<file path="config.mk">
export PLATFORM = sky130hd
export DESIGN_NAME = pipe_stage_buf
export DESIGN_NICKNAME = d
export VERILOG_FILES = /design/src/rtl/pipe_stage_buf.sv
export SDC_FILE = /design/constraint.sdc
export NUM_CORES = 1
export LEC_CHECK = 0
export BUFFER_PORTS_ARGS = -buffer_cell sky130_fd_sc_hd__buf_2
export CORE_UTILIZATION = 48
export CTS_BUF_LIST = sky130_fd_sc_hd__clkbuf_16
export CTS_CLUSTER_SIZE = 20
export DETAILED_ROUTE_END_ITERATION = 7
export PLACE_DENSITY_LB_ADDON = 0.05
export SLEW_MARGIN = 20
export SYNTH_ARGS = -nofsm -noshare
export SYNTH_HDL_FRONTEND = slang
export SYNTH_SLANG_ARGS = --single-unit
</file>
<file path="constraint.sdc">
create_clock -name clk -period 1.7 [get_ports clk]
set_input_delay 0.425 -clock clk [delete_from_list [all_inputs] [get_ports clk]]
set_output_delay 0.425 -clock clk [all_outputs]
set_load 0.1 [all_outputs]
</file>
<file path="src/rtl/pipe_stage_buf.sv">
// Inter-stage pipeline register with valid/ready handshake, optional 2-entry skid buffer,
// synchronous flush and a saturating back-pressure counter. Empty slots present all-zero payload.
module pipe_stage_buf #(
   parameter int unsigned DATA_W  = 32,
   parameter int unsigned PC_W    = 32,
   parameter int unsigned SIDE_W  = 8,
   parameter int unsigned SKID    = 1,
   parameter int unsigned STALL_W = 16
) (
   input  logic               clk,
   input  logic               reset,
   input  logic               flush,
   input  logic               in_valid,
   output logic               in_ready,
   input  logic [DATA_W-1:0]  in_instr,
   input  logic [PC_W-1:0]    in_pc,
   input  logic [SIDE_W-1:0]  in_side,
   output logic               out_valid,
   input  logic               out_ready,
   output logic [DATA_W-1:0]  out_instr,
   output logic [PC_W-1:0]    out_pc,
   output logic [SIDE_W-1:0]  out_side,
   output logic [1:0]         occupancy,
   output logic [STALL_W-1:0] stall_cnt
);

   localparam int unsigned ENT_W = DATA_W + PC_W + SIDE_W;

   logic [ENT_W-1:0]   m_data_q, m_data_d, s_data_q, s_data_d, in_data;
   logic               m_valid_q, m_valid_d, s_valid_q, s_valid_d;
   logic [STALL_W-1:0] stall_q, stall_d;
   logic               in_fire, out_fire;

   assign in_data  = {in_instr, in_pc, in_side};
   // With the skid entry, ready depends only on state, cutting the combinational path from out_ready
   assign in_ready = (SKID != 0) ? !s_valid_q : (!m_valid_q || out_ready);
   assign in_fire  = in_valid && in_ready;
   assign out_fire = m_valid_q && out_ready;

   always_comb begin
      m_valid_d = m_valid_q;
      m_data_d  = m_data_q;
      s_valid_d = s_valid_q;
      s_data_d  = s_data_q;
      if (flush) begin
         m_valid_d = 1'b0;
         m_data_d  = '0;
         s_valid_d = 1'b0;
         s_data_d  = '0;
      end else if (!m_valid_q || out_fire) begin
         if (s_valid_q) begin
            // Skid entry is older than any same-cycle input, so it advances first
            m_valid_d = 1'b1;
            m_data_d  = s_data_q;
            s_valid_d = in_fire;
            s_data_d  = in_fire ? in_data : '0;
         end else if (in_fire) begin
            m_valid_d = 1'b1;
            m_data_d  = in_data;
         end else begin
            m_valid_d = 1'b0;
            m_data_d  = '0;
         end
      end else if (in_fire && (SKID != 0)) begin
         s_valid_d = 1'b1;
         s_data_d  = in_data;
      end
   end

   always_comb begin
      stall_d = stall_q;
      if (m_valid_q && !out_ready && (stall_q != '1))
         stall_d = stall_q + STALL_W'(1);
   end

   always_ff @(posedge clk or negedge reset) begin
      if (!reset) begin
         m_valid_q <= 1'b0;
         m_data_q  <= '0;
         s_valid_q <= 1'b0;
         s_data_q  <= '0;
         stall_q   <= '0;
      end else begin
         m_valid_q <= m_valid_d;
         m_data_q  <= m_data_d;
         s_valid_q <= s_valid_d;
         s_data_q  <= s_data_d;
         stall_q   <= stall_d;
      end
   end

   assign out_valid = m_valid_q;
   assign out_instr = m_data_q[ENT_W-1 -: DATA_W];
   assign out_pc    = m_data_q[SIDE_W +: PC_W];
   assign out_side  = m_data_q[SIDE_W-1:0];
   assign occupancy = {1'b0, m_valid_q} + {1'b0, s_valid_q};
   assign stall_cnt = stall_q;

endmodule

</file>
==> run_results.csv, run 1 <==
group,metric,value,unit
worst_hold_path,hold_end,"s_data_q[8]$_DFFE_PN0P_",
floorplanning,fp.dieH,123,um
outcome,status,"complete, but fails checks",
grt,grt_antenna_before_repair,1,
sta,fmax,531,MHz
pwr,power_frac_seq,38.5,%
routing,wl,21800,um
routing,drt_iter0_markers,544,
floorplanning,rows,43,
routing,routed.top_layer,"met4",
worst_hold_path,hp-start,"in_pc[0]",
placement,place_area,0.00841,sq mm
sta,skew,0.00650,ns
setup_path,worstRegToRegCells,9,
routing,drc_errors,0,
synthesis,async_reset_ff_share,100,%
floorplanning,die_width,123,um
setup_path,r2r_slack,-0.09,ns
final_layout,final_cells,1120,
outcome,failed_checks,"negative setup slack",
routing,num_vias,6612,
placement,port_buffers,168,
synthesis,yosys-mux-area-fraction,0.323,%
synthesis,synth_area_leaders,"dfrtp_1 (58%), a221oi_1 (8.9%), nand2_1 (8.0%), nor3_1 (5.8%), nor2_1 (4.0%)",
synthesis,yosysTopAreaCellShare,58.2,%
pwr,p_clk_share,35.6,%
final_layout,areaGrowthSynthToFinish,49.3,%
clock_network,numCtsBuffers,17,
clock_network,clk_path_buf_depth,2,
routing,via_per_inst,5.90,
synthesis,synth_warnings,0,
final_layout,design_area,0.0104,sq mm
synthesis,yosysTopAreaCell,"dfrtp_1",
sta,rsz0062_at_grt,"true",
sta,slew_violations,0,
synthesis,synth_compound_area_share,14.8,%
final_layout,seq_area,0.00412,sq mm
clock_network,cts_tree,"done",
sta,hold_viol_final,0,
synthesis,synth.distinct_cells,36,
synthesis,synthAdderAreaFrac,0.359,%
sta,whs,0.235,ns
pwr,p_per_area,1110,mW/mm^2
routing,wl_per_cell,19.5,um
pwr,netSwitchingPower,3.91,mW
routing,drtAntennaViolNets,0,
sta,worst_slew_pin_slew,0.586,ns
setup_path,cpPeakStageDelay,0.48,ns
sta,fin_setup_tns,-3.70,ns
placement,placedCellCount,1045,
floorplanning,io_pins,169,
setup_path,path_class,"flip-flop to output pin",
pwr,intPower,7.63,mW
routing,first_pass_iters,8,
synthesis,syn_area,0.00697,sq mm
final_layout,multi_input_comb_area,0.00322,sq mm
routing,met2WireLength,11000,um
synthesis,avgSynthCellArea,9.63,sq um
synthesis,synth_most_common_cell,"dfrtp_1",
final_layout,drive_gt1_share,44.5,%
grt,grt_pass1_wl,32100,um
pwr,pwr-share-comb,25.9,%
synthesis,synthXorXnorAreaFrac,1.63,%
sta,finalSetupViolCount,74,
setup_path,slowest_stage,"dfrtp_4",
synthesis,yosysSeqAreaShare,58.2,%
grt,grt_pass1_vias,6246,
synthesis,synthFlopType,"dfrtp_1",
clock_network,clk_pin_slew,0.06,ns
final_layout,fin_nets,1005,
setup_path,crit_path_max_fanout,2,
synthesis,ys_ff_latch,162,
setup_path,cp-start-kind,"flip-flop",
placement,gp_congestion,0.779,
pwr,p_sw_share,33.9,%
floorplanning,start_util,49.6,%
floorplanning,core_area,0.0140,sq mm
grt,overflow,0,
routing,wl_met1,8940,um
setup_path,cp.arrival,1.46,ns
sta,fin_crit_sh,111,%
pwr,leakagePower,5.08,nW
setup_path,r2r_end,"s_data_q[28]$_DFFE_PN0P_",
synthesis,synth_top_family_by_area,"simple AND/OR/NAND/NOR gates",
grt,grt_max_degree,73,
synthesis,synth_edf_count,0,
placement,hpwl,11900,um
sta,period_needed,1.88,ns
synthesis,ys_top_cells_by_count,"dfrtp_1 (162), nand2_1 (149), nor3_1 (81), nor2_1 (75), a221oi_1 (71)",
floorplanning,die-area,0.0150,sq mm
setup_path,r2r_start,"out_valid$_DFFE_PN0P_",
synthesis,netlist_instances,724,
routing,wl_met3,1440,um
clock_network,cts_root_buffer,"clkbuf_16",
run,cap_violations,0,
grt,grt_util_all_layers,27.9,%
worst_hold_path,holdPathStages,3,
sta,slew_headroom,60.9,%
setup_path,crit_chain,"buf_6 > ha_4 > buf_12",
setup_path,required,1.27,ns
clock_network,cts_max_level,4,
clock_network,cts_sinks,162,
final_layout,fillers,961,
worst_hold_path,hold_path.class,"input pin to flip-flop",
setup_path,end_kind,"output pin",
pwr,irDropWorstVdd,0.655,mV
synthesis,synthSimpleGateAreaFrac,20.8,%
synthesis,syn-num-nets,803,
sta,setup_slack,-0.184,ns
clock_network,clock_latency,0.43,ns
## worst max-delay path: cells and delay by family (launching register included)
kind       cells  cell delay, ns
buf+inv        2            0.30
fa+ha+maj      1            0.26
flops          1            0.48
## state kept, by name, summed over array words and instances (netlist names)
signal	count
s_valid_q	1
m_data_q	72
stall_cnt	16
out_valid	1
s_data_q	72
## timing repair
item	4_1_cts	5_1_grt
hold endpoints to repair	36	0
endpoints found under the setup margin	93	145
gates resized for setup	137	94
pin swaps	39	4
buffers inserted	20	7
hold buffers	1	0
cloned	10	10
## metal layers
layer | up-vias | track usage [%]
li1 | 2978 | -
met1 | 3317 | 36.8
met2 | 285 | 46.0
met3 | 32 | 5.62
met4 | 0 | 9.22
met5 | - | 0
## cell usage in the layout, fill, tap and decap left out, drive strengths merged, types with 4 or more instances in the layout
master	n
a221oi	71
buf	234
bufinv	5
clkbuf	30
clkinv	8
dfrtp	162
nand2	149
nand3	4
nand4	4
nor2	76
nor3	81
o21ai	74
xor2	13
## how the worst max path moves through the flow
stage / startpoint / to / slack (ns) / depth (start not counted)
finish: out_valid$_DFFE_PN0P_ / occupancy[0] / -0.18 / 3
global route: s_valid_q$_DFFE_PN0P_ / occupancy[0] / -0.22 / 3
detailed placement: in_valid / s_data_q[48]$_DFFE_PN0P_ / -0.23 / 5
CTS: out_valid$_DFFE_PN0P_ / occupancy[0] / -0.19 / 3
global placement: in_valid / s_data_q[35]$_DFFE_PN0P_ / -0.17 / 5
floorplan: stall_cnt[9]$_DFFE_PN0P_ / stall_cnt[1]$_DFFE_PN0P_ / -0.22 / 4
## layout make-up
cell class | instances | share of cell area, %
Timing Repair Buffer | 248 | 21.2
Inverter | 1 | 0.108
Tap cell | 180 | 2.16
Clock inverter | 15 | 1.90
Multi-Input combinational cell | 496 | 31.0
Antenna cell | 1 | 0.0240
Clock buffer | 17 | 4.09
Sequential cell | 162 | 39.6
## logic make-up after synthesis
logic type / count (synthesis)
and+or+nand+nor: 329
AOI/OAI and AO/OA: 149
xor gates and xnor gates: 13
DFF: 162
adders and majority gates: 2
buffers and inverters: 67
muxes: 2
## stage by stage
stage	util, %	total power [mW]	setup slack, ns
final	74.1	11.5	-0.184
after global routing	74.1	11.9	-0.222
after CTS	69.4	11.4	-0.194
after detailed placement	59.9	6.98	-0.226
after global placement	59.9	6.91	-0.166
after floorplan	-	6.31	-0.222
## power by group through the flow
| stage | Clock (mW) | Sequential (mW) | Combinational [mW] |
|---|---|---|---|
| floorplan | 0 | 5.65 | 0.655 |
| global placement | 0 | 4.44 | 2.47 |
| detailed placement | 0 | 4.46 | 2.51 |
| CTS | 4.14 | 4.41 | 2.81 |
| global route | 4.32 | 4.47 | 3.14 |
| finish | 4.10 | 4.44 | 2.99 |
(Power assumes the default switching activity.)
==> run 2, diff against run 1 <==
--- a/config.mk
+++ b/config.mk
@@ -5,12 +5,12 @@
 export SDC_FILE = /design/constraint.sdc
 export NUM_CORES = 1
 export LEC_CHECK = 0
-export BUFFER_PORTS_ARGS = -buffer_cell sky130_fd_sc_hd__buf_2
+export BUFFER_PORTS_ARGS = -buffer_cell sky130_fd_sc_hd__clkbuf_2
 export CORE_UTILIZATION = 48
 export CTS_BUF_LIST = sky130_fd_sc_hd__clkbuf_16
 export CTS_CLUSTER_SIZE = 20
 export DETAILED_ROUTE_END_ITERATION = 7
-export PLACE_DENSITY_LB_ADDON = 0.05
+export PLACE_DENSITY_LB_ADDON = 0.1
 export SLEW_MARGIN = 20
 export SYNTH_ARGS = -nofsm -noshare
 export SYNTH_HDL_FRONTEND = slang
==> run_results.csv, run 2 (same netlist as run 1, synthesis figures left out) <==
group,metric,value,unit
grt,grt_util_all_layers,25.6,%
final_layout,fin_nets,987,
sta,slew_violations,0,
routing,drc_errors,0,
routing,first_pass_iters,5,
clock_network,clk_path_buf_depth,2,
clock_network,clk_pin_slew,0.06,ns
sta,finalSetupViolCount,75,
outcome,failed_checks,"negative setup slack",
sta,worst_slew_pin_slew,0.552,ns
routing,wl_per_cell,20.1,um
sta,setup_slack,-0.187,ns
clock_network,cts_root_buffer,"clkbuf_16",
sta,period_needed,1.89,ns
outcome,status,"complete, but fails checks",
final_layout,areaGrowthSynthToFinish,48.5,%
floorplanning,rows,43,
grt,grt_antenna_before_repair,1,
routing,num_vias,6545,
placement,gp_congestion,0.773,
setup_path,cp.arrival,1.46,ns
pwr,p_per_area,1060,mW/mm^2
clock_network,cts_max_level,4,
sta,slew_headroom,63.3,%
placement,hpwl,11700,um
grt,grt_pass1_vias,5790,
setup_path,end_kind,"output pin",
setup_path,required,1.27,ns
final_layout,drive_gt1_share,48.3,%
grt,grt_max_degree,73,
floorplanning,core_area,0.0140,sq mm
worst_hold_path,hold_path.class,"input pin to flip-flop",
sta,rsz0062_at_grt,"true",
routing,drtAntennaViolNets,0,
run,cap_violations,0,
grt,grt_pass1_wl,29700,um
placement,place_area,0.00835,sq mm
floorplanning,die_width,123,um
clock_network,numCtsBuffers,17,
grt,overflow,0,
setup_path,cp-start-kind,"flip-flop",
clock_network,cts_sinks,162,
floorplanning,io_pins,169,
sta,fin_crit_sh,111,%
pwr,leakagePower,5.07,nW
sta,skew,0.00492,ns
sta,hold_viol_final,0,
sta,fin_setup_tns,-5.03,ns
clock_network,clock_latency,0.43,ns
floorplanning,fp.dieH,123,um
floorplanning,start_util,49.6,%
floorplanning,die-area,0.0150,sq mm
final_layout,final_common_cell,"dfrtp_1",
sta,fmax,530,MHz
setup_path,crit_path_max_fanout,2,
clock_network,cts_tree,"done",
final_layout,design_area,0.0104,sq mm
setup_path,path_class,"flip-flop to output pin",
final_layout,mostFrequentLayoutCells,"dfrtp_1 (144), clkbuf_2 (111), nand2_1 (89)",
routing,wl,22100,um
placement,port_buffers,168,
routing,via_per_inst,5.96,
routing,drt_iter0_markers,485,
pwr,irDropWorstVdd,0.733,mV
==> run 2: cell count changes in the layout (fill, tap and decap cells not counted), sizes merged <==
cell / previous run / this run
buf: 234 / 97
clkinvlp: 0 / 1
inv: 3 / 4
clkbuf: 30 / 150
o21ba: 2 / 1
bufinv: 5 / 2
clkinv: 8 / 6
==> run 2: power by group <==
group	total, mW	switching (mW)	internal (mW)
registers	4.45	0.267	4.18
logic	2.93	2.15	0.789
clock network	3.58	1.49	2.09
==> run 2: what timing repair did <==
item | in CTS | in global routing
gates cloned | 0 | 15
hold buffers | 1 | 0
pin swaps | 1 | 59
hold endpoints to repair | 38 | 0
gates resized for setup | 27 | 286
endpoints found under the setup margin | 20 | 99
buffers inserted | 4 | 12
==> run 2: worst paths after layout <==
check | depth (start not counted) | endpoint | start | slack [ns]
min in group asynchronous | 2 | stall_cnt[9]$_DFFE_PN0P_ | reset | 0.50
worst max register to register | 9 | s_data_q[13]$_DFFE_PN0P_ | out_valid$_DFFE_PN0P_ | -0.12
worst min-delay path | 3 | s_data_q[56]$_DFFE_PN0P_ | in_instr[16] | 0.22
worst min register to register | 2 | s_data_q[43]$_DFFE_PN0P_ | s_data_q[43]$_DFFE_PN0P_ | 0.48
max in group asynchronous | 3 | m_data_q[0]$_DFFE_PN0P_ | reset | 0.63
worst max-delay path | 3 | occupancy[0] | out_valid$_DFFE_PN0P_ | -0.19
==> run 2: stage by stage <==
stage / utilization [%] / hold WS [ns] / worst slack (ns) / std cells / power [mW]
5_1_grt: 73.7 / 0.219 / -0.210 / 1099 / 11.3
6_report: 73.7 / 0.221 / -0.187 / 1099 / 11.0
2_1_floorplan: - / 0.129 / -0.222 / 724 / 6.31
3_3_place_gp: 59.4 / 0.386 / -0.0134 / 1037 / 6.90
3_5_place_dp: 59.4 / 0.387 / -0.0340 / 1037 / 6.94
4_1_cts: 64.1 / 0.214 / -0.197 / 1071 / 10.5
==> run 2: critical path, stage by stage, from the launching register on <==
cell and delay, ns:
dfrtp_4 0.48, buf_6 0.13, ha_4 0.26, buf_12 0.16
==> run 2: layout make-up <==
type | count | area, sq um
inverters | 1 | 16.3
clock inverters | 12 | 105
well taps | 180 | 225
repair buffers | 231 | 1900
fillers | 965 | 3690
multi-input cells | 495 | 3560
diodes | 1 | 2.50
flip-flops and latches | 162 | 4120
clock buffers | 17 | 425
==> run 2: routing by layer <==
layer	vias up	share of wire (%)	GRT usage [%]	routed length [um]
met1	3283	43	36.1	9460
met4	0	2.0	9.60	439
met2	282	49	39.7	10800
met3	37	6.1	4.32	1350
li1	2943	-	-	-
met5	-	0	0	0
==> run 3, diff against run 2 <==
--- a/config.mk
+++ b/config.mk
@@ -8,9 +8,11 @@
 export BUFFER_PORTS_ARGS = -buffer_cell sky130_fd_sc_hd__clkbuf_2
 export CORE_UTILIZATION = 48
 export CTS_BUF_LIST = sky130_fd_sc_hd__clkbuf_16
+export CTS_CLUSTER_DIAMETER = 100
 export CTS_CLUSTER_SIZE = 20
 export DETAILED_ROUTE_END_ITERATION = 7
 export PLACE_DENSITY_LB_ADDON = 0.1
+export RECOVER_POWER = 100
 export SLEW_MARGIN = 20
 export SYNTH_ARGS = -nofsm -noshare
 export SYNTH_HDL_FRONTEND = slang
==> run_results.csv, run 3 (same netlist as run 1, synthesis figures left out) <==
group,metric,value,unit
placement,pre_cts_slack,-0.0340,ns
clock_network,cts_sinks,162,
routing,drt_iter0_markers,458,
final_layout,seq_area,0.00412,sq mm
sta,period_needed,1.89,ns
final_layout,fin_nets,987,
grt,grt_pass1_vias,5790,
routing,first_pass_iters,5,
pwr,p_total,11.0,mW
sta,hold_viol_final,0,
sta,setup_slack,-0.189,ns
worst_hold_path,hold_path.class,"input pin to flip-flop",
setup_path,cp.arrival,1.46,ns
setup_path,crit_chain,"buf_6 > ha_4 > buf_12",
grt,grt_antenna_before_repair,1,
clock_network,clk_path_buf_depth,2,
placement,hpwl,11700,um
placement,placedCellCount,1037,
sta,slew_violations,0,
clock_network,cts_root_buffer,"clkbuf_16",
sta,fin_crit_sh,111,%
run,cap_violations,0,
routing,wl_per_cell,20.1,um
setup_path,cp-start-kind,"flip-flop",
floorplanning,io_pins,169,
outcome,status,"complete, but fails checks",
routing,drtAntennaViolNets,0,
pwr,irDropWorstVdd,0.732,mV
final_layout,multi_input_comb_area,0.00355,sq mm
outcome,failed_checks,"negative setup slack",
clock_network,clock_latency,0.42,ns
final_layout,fillers,971,
final_layout,final_common_cell,"dfrtp_1",
clock_network,numCtsBuffers,17,
routing,via_per_inst,6.01,
clock_network,clk_pin_slew,0.06,ns
sta,skew,0.00644,ns
setup_path,cp.buffers_inverters,2,
setup_path,end_kind,"output pin",
grt,overflow,0,
setup_path,crit_path_max_fanout,2,
final_layout,drive_gt1_share,48.3,%
floorplanning,start_util,49.6,%
final_layout,final_cells,1099,
placement,gp_congestion,0.773,
grt,grt_pass1_wl,29700,um
grt,grt_util_all_layers,25.6,%
setup_path,required,1.27,ns
setup_path,slowest_stage,"dfrtp_4",
floorplanning,rows,43,
final_layout,areaGrowthSynthToFinish,48.1,%
clock_network,cts_max_level,4,
routing,drc_errors,0,
routing,num_vias,6604,
placement,port_buffers,168,
sta,finalSetupViolCount,77,
floorplanning,fp.dieH,123,um
final_layout,mostFrequentLayoutCells,"dfrtp_1 (144), clkbuf_2 (112), nand2_1 (89)",
grt,grt_max_degree,73,
pwr,p_per_area,1060,mW/mm^2
sta,slew_headroom,29.5,%
setup_path,path_class,"flip-flop to output pin",
pwr,leakagePower,5.05,nW
clock_network,cts_tree,"done",
floorplanning,core_area,0.0140,sq mm
setup_path,cpPeakStageDelay,0.48,ns
routing,wl,22000,um
floorplanning,die-area,0.0150,sq mm
sta,fmax,529,MHz
sta,rsz0062_at_grt,"true",
sta,worst_slew_pin_slew,1.06,ns
floorplanning,die_width,123,um
setup_path,critPathTopFamily,"flip-flops",
-- run 3: cell types whose count changed in the layout (fill, tap and decap cells not counted), sizes merged --
cell	change
buf	-3
clkbuf	+3
-- run 3: layout make-up --
class,count,share of cell area [%]
Clock inverter,12,1.02
Clock buffer,17,4.12
Inverter,1,0.158
Multi-Input combinational cell,495,34.4
Sequential cell,162,39.9
Antenna cell,1,0.0242
Timing Repair Buffer,231,18.2
Tap cell,180,2.18
-- run 3: where the power goes --
| part | switching, mW | internal [mW] | total, mW | leakage, nW |
|---|---|---|---|---|
| clock | 1.50 | 2.09 | 3.59 | 0.274 |
| combinational | 2.14 | 0.782 | 2.92 | 2.64 |
| sequential | 0.267 | 4.18 | 4.45 | 2.14 |
| total | 3.91 | 7.06 | 11.0 | 5.05 |
-- run 3: what timing repair did --
action                                  in CTS  in global routing
cloned                                       0                 15
pin swaps                                    1                 59
buffers inserted                             4                 12
resized for setup                           27                286
endpoints found under the hold margin       38                  0
endpoints found under the setup margin      20                 99
hold buffers                                 1                  0
-- run 3: worst paths after layout --
path	to	cells after the start	slack, ns	startpoint
min reg2reg	s_data_q[46]$_DFFE_PN0P_	2	0.48	s_data_q[46]$_DFFE_PN0P_
max reg2reg	s_data_q[13]$_DFFE_PN0P_	9	-0.12	out_valid$_DFFE_PN0P_
max	occupancy[0]	3	-0.19	out_valid$_DFFE_PN0P_
min	s_data_q[56]$_DFFE_PN0P_	3	0.22	in_instr[16]
max in group asynchronous	s_data_q[65]$_DFFE_PN0P_	3	0.19	reset
min in group asynchronous	stall_cnt[9]$_DFFE_PN0P_	2	0.73	reset
-- run 3: worst register-to-register path, delay by kind of cell, from the launching register on --
| family | cells | cell delay (ns) |
|---|---|---|
| flip-flops | 1 | 0.48 |
| AO/OA/AOI/OAI | 2 | 0.32 |
| AND/OR/NAND/NOR | 2 | 0.22 |
| buffers and inverters | 5 | 0.71 |
-- run 3: metrics by stage --
stage               utilization (%)  hold slack [ns]  setup TNS (ns)  cell area [sq um]
global route                   73.5            0.219           -8.71              10300
floorplan                         -            0.129           -1.93               7220
finish                         73.5            0.221           -5.31              10300
global placement               59.4            0.386         -0.0134               8350
detailed placement             59.4            0.387         -0.0729               8350
CTS                            64.1            0.214          -0.394               9000
-- run 3: layer usage --
| metal | part of all wire [%] | global-route usage (%) | up-vias |
|---|---|---|---|
| met2 | 49 | 39.7 | 297 |
| met4 | 2.3 | 9.60 | 0 |
| met3 | 6.1 | 4.32 | 43 |
| met5 | 0 | 0 | - |
| li1 | - | - | 2950 |
| met1 | 43 | 36.1 | 3314 |
